**src/rtl/drum_arbiter.sv**
```systemverilog
// -----------------------------------------------------------------------------
// drum_arbiter
//
// Shares one DRUM approximate multiplier between two requesters. A requester
// offers a signed operand pair; the arbiter grants one requester at a time,
// latches its operands, computes the approximate product in one cycle and then
// holds the result until the owning requester accepts it.
//
// Ports
//   clk, rst               clock, asynchronous active-high reset
//   s0_valid/s0_ready      requester 0 operand handshake
//   s0_a, s0_b             requester 0 signed operands (N and M bits)
//   s1_valid/s1_ready      requester 1 operand handshake
//   s1_a, s1_b             requester 1 signed operands (N and M bits)
//   r0_valid/r0_ready      requester 0 result handshake
//   r0_data                requester 0 product (N+M bits, 0 when not owner)
//   r1_valid/r1_ready      requester 1 result handshake
//   r1_data                requester 1 product (N+M bits, 0 when not owner)
//   busy                   high whenever an operation is in flight
//   ops_done               wrapping count of delivered results
//
// Also contains the helper modules drum_trunc and drum that implement the
// approximate multiplier itself.
// -----------------------------------------------------------------------------

// -----------------------------------------------------------------------------
// drum_trunc
//
// Reduces an unsigned magnitude to its K most significant bits, counted from
// the leading one, and forces the lowest kept bit to 1 so the truncation error
// is centred rather than always negative. Magnitudes below 2^K pass unchanged.
//
// Ports
//   mag    unsigned magnitude
//   trunc  truncated magnitude, same scale as mag
// -----------------------------------------------------------------------------
module drum_trunc #(
  parameter int W = 8,
  parameter int K = 3
) (
  input  logic [W-1:0] mag,
  output logic [W-1:0] trunc
);

  localparam int LW = (W > 1) ? $clog2(W) : 1;

  logic [LW-1:0] lead;
  logic [LW-1:0] shift;

  // Leading-one position; the highest set bit wins because it is written last.
  always_comb begin
    lead = '0;
    for (int i = 0; i < W; i++) begin
      if (mag[i]) begin
        lead = LW'(i);
      end
    end
  end

  // Keep K bits starting at the leading one, set the lowest of them, and put
  // the value back at its original scale.
  always_comb begin
    shift = '0;
    trunc = mag;
    if (int'(lead) >= K) begin
      shift = lead - LW'(K - 1);
      trunc = ((mag >> shift) | W'(1)) << shift;
    end
  end

endmodule

// -----------------------------------------------------------------------------
// drum
//
// Combinational DRUM approximate signed multiplier. Signs are stripped with a
// ones-complement (bitwise invert), the magnitudes are truncated by
// drum_trunc, multiplied exactly, and the sign is re-applied by inverting the
// product again. The ones-complement handling is deliberate: it matches the
// reference DRUM behaviour bit for bit.
//
// Ports
//   a  signed operand, N bits
//   b  signed operand, M bits
//   r  approximate product, N+M bits
// -----------------------------------------------------------------------------
module drum #(
  parameter int K = 3,
  parameter int N = 8,
  parameter int M = 8
) (
  input  logic [N-1:0]   a,
  input  logic [M-1:0]   b,
  output logic [N+M-1:0] r
);

  logic           sign;
  logic [N-1:0]   mag_a;
  logic [M-1:0]   mag_b;
  logic [N-1:0]   trunc_a;
  logic [M-1:0]   trunc_b;
  logic [N+M-1:0] prod;

  assign sign  = a[N-1] ^ b[M-1];
  assign mag_a = a[N-1] ? ~a : a;
  assign mag_b = b[M-1] ? ~b : b;

  drum_trunc #(.W(N), .K(K)) u_trunc_a (
    .mag   (mag_a),
    .trunc (trunc_a)
  );

  drum_trunc #(.W(M), .K(K)) u_trunc_b (
    .mag   (mag_b),
    .trunc (trunc_b)
  );

  // Both magnitudes have a clear top bit, so the zero-extended product fits.
  assign prod = {{M{1'b0}}, trunc_a} * {{N{1'b0}}, trunc_b};
  assign r    = sign ? ~prod : prod;

endmodule

// -----------------------------------------------------------------------------
// drum_arbiter (top)
// -----------------------------------------------------------------------------
module drum_arbiter #(
  parameter int K = 3,
  parameter int N = 8,
  parameter int M = 8
) (
  input  logic           clk,
  input  logic           rst,
  input  logic           s0_valid,
  output logic           s0_ready,
  input  logic [N-1:0]   s0_a,
  input  logic [M-1:0]   s0_b,
  input  logic           s1_valid,
  output logic           s1_ready,
  input  logic [N-1:0]   s1_a,
  input  logic [M-1:0]   s1_b,
  output logic           r0_valid,
  input  logic           r0_ready,
  output logic [N+M-1:0] r0_data,
  output logic           r1_valid,
  input  logic           r1_ready,
  output logic [N+M-1:0] r1_data,
  output logic           busy,
  output logic [15:0]    ops_done
);

  typedef enum logic [1:0] {
    IDLE,
    CALC,
    HOLD
  } state_t;

  state_t state;
  state_t next_state;

  logic           prio;
  logic           id;
  logic [N-1:0]   op_a;
  logic [M-1:0]   op_b;
  logic [N+M-1:0] res;
  logic [N+M-1:0] drum_out;

  logic grant_any;
  logic grant_id;
  logic accept;
  logic result_taken;

  // The single shared multiplier only ever sees the latched operands, so its
  // output is independent of whatever the requesters drive after the grant.
  drum #(.K(K), .N(N), .M(M)) u_drum (
    .a (op_a),
    .b (op_b),
    .r (drum_out)
  );

  // Grant selection: a lone requester always wins; a tie is broken by prio,
  // which points at the requester that was not served last.
  assign grant_any = s0_valid | s1_valid;
  assign grant_id  = (s0_valid & s1_valid) ? prio : s1_valid;

  // In IDLE the granted requester's ready is high whenever its valid is high,
  // so a grant is always a completed handshake.
  assign accept       = (state == IDLE) && grant_any;
  assign result_taken = (state == HOLD) && (id ? r1_ready : r0_ready);

  // State register.
  always_ff @(posedge clk or posedge rst) begin
    if (rst) begin
      state <= IDLE;
    end else begin
      state <= next_state;
    end
  end

  // Next-state logic: CALC always lasts one cycle, HOLD waits for the owner.
  always_comb begin
    next_state = state;
    case (state)
      IDLE: begin
        if (grant_any) begin
          next_state = CALC;
        end
      end
      CALC: begin
        next_state = HOLD;
      end
      HOLD: begin
        if (result_taken) begin
          next_state = IDLE;
        end
      end
      default: begin
        next_state = IDLE;
      end
    endcase
  end

  // Outputs. Ready is additionally masked by rst because the state register
  // already reads IDLE during reset and would otherwise let a grant show.
  always_comb begin
    s0_ready = 1'b0;
    s1_ready = 1'b0;
    r0_valid = 1'b0;
    r1_valid = 1'b0;
    r0_data  = '0;
    r1_data  = '0;
    busy     = (state != IDLE);
    case (state)
      IDLE: begin
        s0_ready = grant_any && !grant_id && !rst;
        s1_ready = grant_any &&  grant_id && !rst;
      end
      HOLD: begin
        r0_valid = !id;
        r1_valid =  id;
        r0_data  = id ? '0 : res;
        r1_data  = id ? res : '0;
      end
      default: begin
      end
    endcase
  end

  // Operand and owner capture on the grant handshake.
  always_ff @(posedge clk or posedge rst) begin
    if (rst) begin
      op_a <= '0;
      op_b <= '0;
      id   <= 1'b0;
    end else if (accept) begin
      op_a <= grant_id ? s1_a : s0_a;
      op_b <= grant_id ? s1_b : s0_b;
      id   <= grant_id;
    end
  end

  // Result register: written only in CALC so it stays frozen through HOLD.
  always_ff @(posedge clk or posedge rst) begin
    if (rst) begin
      res <= '0;
    end else if (state == CALC) begin
      res <= drum_out;
    end
  end

  // Fairness pointer and completion counter move only when a result is taken.
  always_ff @(posedge clk or posedge rst) begin
    if (rst) begin
      prio     <= 1'b0;
      ops_done <= '0;
    end else if (result_taken) begin
      prio     <= !id;
      ops_done <= ops_done + 16'd1;
    end
  end

endmodule

```
**config.mk**
```make
export PLATFORM = sky130hd
export DESIGN_NAME = drum_arbiter
export DESIGN_NICKNAME = d
export VERILOG_FILES = /design/src/rtl/drum_arbiter.sv
export SDC_FILE = /design/constraint.sdc
export NUM_CORES = 1
export LEC_CHECK = 0
export CELL_PAD_IN_SITES_DETAIL_PLACEMENT = 0
export CELL_PAD_IN_SITES_GLOBAL_PLACEMENT = 2
export CORE_MARGIN = 5
export CORE_UTILIZATION = 36
export CTS_BUF_LIST = sky130_fd_sc_hd__clkbuf_4 sky130_fd_sc_hd__clkbuf_8
export DETAILED_ROUTE_END_ITERATION = 8
export PLACE_DENSITY_LB_ADDON = 0.08
export SETUP_SLACK_MARGIN = 0.3
export SLEW_MARGIN = 20
export SYNTH_ARGS = -nofsm -noshare
export SYNTH_HDL_FRONTEND = slang
export SYNTH_SLANG_ARGS = --single-unit
export TNS_END_PERCENT = 50
```
**constraint.sdc**
```tcl
create_clock -name clk -period 18.6 [get_ports clk]
set_clock_uncertainty 0.05 [all_clocks]
set_input_delay 2.79 -clock clk [delete_from_list [all_inputs] [get_ports clk]]
set_output_delay 2.79 -clock clk [all_outputs]
set_load 0.005 [all_outputs]
```
# After elaboration in Yosys (flattened, before gate mapping)
# Cells that the tools add are included.
# Widths: inputs -> output; s select.
# classes
muxes	34
reduce_logical	12
n_lt_le_gt_ge	2
bitwise	6
n_mul	1
add_sub_neg	3
shifts	4
eq_ne	4
# ops
op	n
$mux 16	5
$mux 8	6
$mux 3	10
$add 16x1->16 const B	1
$mul 8x8->16	1
$not 16->16	1
$not 8->8	2
$shl 8x3->8	2
$shr 8x3->8	2
$mux 1	8
$mux 2	4
$ge 3x2->1 const B	2
$logic_and 1x1->1	6
$pmux 2 s3	1
$sub 3x2->3 const B	2
$ne 2x2->1 const B	2
$logic_not 1->1	3
$eq 2x1->1 const B	1
$eq 2x2->1 const B	1
$logic_not 2->1	1
$reduce_and 2->1	1
$reduce_bool 2->1	1
$and 1x1->1	1
$or 1x1->1	1
$xor 1x1->1	1
# totals
reg_bits	52
wordCells	73
inputBits	38
output_inout_bits	53

# Logic depth before layout (Yosys ltp)
# logic_depth
ltp_word	16
mapped_depth	29
mapped_depth_nobuf	28

# Modules after synthesis
# From an unflattened synthesis, not the netlist that was laid out.
# hier_totals
hier_cells	525
area_unflattened_um2	5061.1
# by_module_without_submodules
module	area_each_um2	n_inst	cells_each	seq_area_each_um2
drum_arbiter	2493.6	1	223	1301.2
drum	2432.3	1	278	0.0
drum_trunc	67.6	2	12	0.0

# Worst setup path before layout
# No wires, ideal clock.
# synth_timing
kind	input port to output port
from	input rst
to	output s0_ready
path_buffers	0
required_time_ns	15.760
stages	2
t_arrival_ns	4.210
slack_ns	11.550
cell_sequence	inv_1 -> and3_1
# synth_between
elab_chain_len	3
# synth_lines
item	line_no	source
start: declaration	133	input logic rst,
$logic_not 1->1 (no source line)	n/a	
$logic_and 1x1->1	235	s0_ready = grant_any && !grant_id && !rst;
$mux 1	233	case (state)
end: declaration	135	output logic s0_ready,
# Every way passes these cells.

# Worst setup path in the final report
# layout_timing
from	register op_a[7]
to	register res[13]
# layout_between
elab_chain_len	15
elab_cells_between_ends	18
cone_classes	add/sub (1); mul (1); order compare (1); shift (2); mux (10); bitwise (3)
# layout_lines
item	line_no	source
start: declaration	163	logic [N-1:0] op_a;
start signal: assignment	256	op_a <= grant_id ? s1_a : s0_a;
$mux 8	105	assign mag_a = a[N-1] ? ~a : a;
$mux 1	54	if (mag[i]) begin
$mux 2	54	
$mux 3 (5 in series)	54	
$sub 3x2->3	66	shift = lead - LW'(K - 1);
$shr 8x3->8	67	trunc = ((mag >> shift) | W'(1)) << shift;
$shl 8x3->8	67	
$mux 8	65	if (int'(lead) >= K) begin
$mul 8x8->16	119	assign prod = {{M{1'b0}}, trunc_a} * {{N{1'b0}}, trunc_b};
$not 16->16	120	assign r = sign ? ~prod : prod;
$mux 16 *	120	
end signal: assignment	267	res <= drum_out;
end: declaration	165	logic [N+M-1:0] res;
# Mark *: on every way between the ends. The rest lies on a longest branch, timed or not.
# A chain may end at the register's enable or synchronous reset.

==> reports/summary.txt <==
Status: finished clean
Dpl hpwl: 10300 um
CTS Buf Count: 5
First-pass GRT wire length: 22500 um
Synthesized area per cell: 8.43 um2
Unique masters post-synth: 62
Ys async rst share: 100%
Startpoint types: flop
Worst slew margin: 34.0%
Crit Path Max Fanout: 19
Final wirelength: 13100 um
Final period util: 39.9%
Vias in the first global route: 4558
Pins Over Slew Limit: 0
IO Pins: 91
Initial antenna violation count: 0
RePlAce Congestion: 0.816
Nets: 833
Root Buffer: clkbuf_8
Share of Yosys cell area claimed by the top area cell type: 23.7%
Crit path max-delay family: adder cells
Synth area leaders: dfrtp_1, fa_1, ha_1
Die Height: 134 um
Post-route DRC: 0
Post-route cell area: 0.00662 mm2
Non-filler cells, final: 909
Post CTS Setup Buffer Count: 0
Syn Inst Count: 652
Iter 0 DRT Violations: 134
Register bit total from synthesis: 52
CP endpoint kind: flop
Vias after detailed routing: 4606
Ant diodes: 0
CTS tree: yes
Sink Count: 52
Top_reg_cell synth: dfrtp_1
Vias per cell: 5.07
Cts repair resizes: 0
Unrepaired setup endpoints after global routing: false
Slowest CP cell: dfrtp_1
Hold Vio Cnt, Final: 0
Area after DPL: 0.00652 mm2
Die Span X: 134 um
Placed cells: 901
Fmax: 135 MHz
Slew @ Worst Pin: 0.986 ns
Setup_tns: 0 ns
Critical Path RT: 18.77 ns
Worst-Skew Late Latency: 0.33 ns
Most frequent cells in the layout: nor2_1, clkdlybuf4s50_1, inv_1
Worst hold path type: flop to flop
H-tree level count: 2
Fin crit period: 7.42 ns
Syn_nets: 765
Largest net degree at the start of global routing: 53
Hold WS: 0.434 ns
GRT Residual Overflow: 0
CP Data Arrival Time: 7.59 ns
First drt pass iteration count: 4
Most common cell after layout, fill and taps aside: nor2_1
Critical path buffers and inverters: 5
Layout cells sized above 1: 5.41%
PortBufs: 90
Core Box Area: 0.0151 mm2
Post-DR wirelength/cell: 14.4 um
Number of flops mapped to enable cells by yosys: 0
Cell Area, Synth: 0.00549 mm2
Starting Density: 36.4%
Area leader, netlist: dfrtp_1
Total GRT Usage: 15.1%
Max stage delay on crit path: 0.76 ns
Final setup viols: 0
Most frequent CP cell: inv_1
Antenna-violating nets left: 0
Hold-fix buffers, CTS: 0
Critical path type: flop to flop
Full die area: 0.0178 mm2
Clock slew at reported path FFs: 0.11 ns
Max Cap Viol: 0
Longest Clk Path Bufs: 2
Sequential element share of the synthesized area: 23.7%
Row cnt: 45
Ys Warns: 0
Area growth syn-to-layout: 20.4%
area by class of cell:
class                           count  area [um2]
Fill cell                        1546        8470
Multi-Input combinational cell    502        3800
Sequential cell                    52        1300
Timing Repair Buffer               95         938
Inverter                           64         240
Tap cell                          188         235
Clock buffer                        5        68.8
Clock inverter                      3        27.5
sequential cells by signal (all words and copies together) (netlist names):
| signal | cells |
|---|---|
| op_b | 8 |
| op_a | 8 |
| state | 2 |
| prio | 1 |
| ops_done | 16 |
| id | 1 |
| res | 16 |
cell families after synthesis:
kind of cell,count (synthesis),synth area share [%]
flip-flops,52,23.7
buffers and inverters,98,7.17
adder cells (fa/ha/maj),75,22.0
AO/OA/AOI/OAI,118,13.5
AND/OR/NAND/NOR,232,20.5
multiplexers,26,4.92
XOR/XNOR,51,8.27
metrics by stage:
step | worst slack (ns) | util, %
2_1_floorplan | 11.55 | -
3_3_place_gp | 11.30 | 43.2
3_5_place_dp | 11.21 | 43.2
4_1_cts | 11.20 | 43.8
5_1_grt | 10.44 | 43.8
6_report | 11.18 | 43.8
routing by layer:
layer  share of wire [%]  global-route usage (%)  up-vias
met2                  47                    24.5       82
met3                 3.3                    2.23       11
met5                   0                       0        -
li1                    -                       -     2289
met1                  48                    21.0     2224
met4                 1.4                    4.06        0
synth_stat cells (all sizes together), types with 2 or more instances:
cell     n
nor2    96
inv     64
dfrtp   52
ha      39
fa      36
xnor2   35
a21oi   34
nand2   34
and2    33
o21ai   32
mux2i   21
clkbuf  20
or2     17
xor2    16
buf     14
nand2b  12
nand3   10
a21o     9
o22ai    9
nor3     7
a211oi   5
and3     5
mux2     5
nand4    5
or3      5
o211ai   4
o221ai   4
a211o    2
nor2b    2
o21a     2
o22a     2
worst reg2reg max path, stage by stage, from the launching register on:
cell and delay [ns]:
dfrtp_1 0.76, nand2_1 0.23, o2bb2ai_1 0.46, inv_1 0.19
ha_1 0.48, nor4bb_1 0.36, o22ai_1 0.12, o221ai_1 0.14
nor2b_1 0.17, o22ai_1 0.23, or2_2 0.37, fa_1 0.54
inv_1 0.04, ha_1 0.26, inv_1 0.05, fa_1 0.50
fa_1 0.54, inv_1 0.04, ha_1 0.30, inv_1 0.06
o21ai_0 0.35, a2111oi_0 0.17, nor3_1 0.43, a41oi_1 0.20
xnor2_1 0.20, o21ai_0 0.09
worst paths after layout:
kind	from	endpoint	slack [ns]	cells past startpoint
min in group asynchronous	rst	op_a[2]	2.96	3
setup reg to reg	op_a[7]	res[13]	11.18	25
hold / removal	ops_done[15]	ops_done[15]	0.43	1
max in group asynchronous	rst	res[6]	15.08	3
hold reg to reg	ops_done[15]	ops_done[15]	0.43	1
setup / recovery	op_a[7]	res[13]	11.18	25
Power is left out: the tool's default activity adds up to more than one toggle a clock period on the data nets, which glitch-free logic cannot reach.
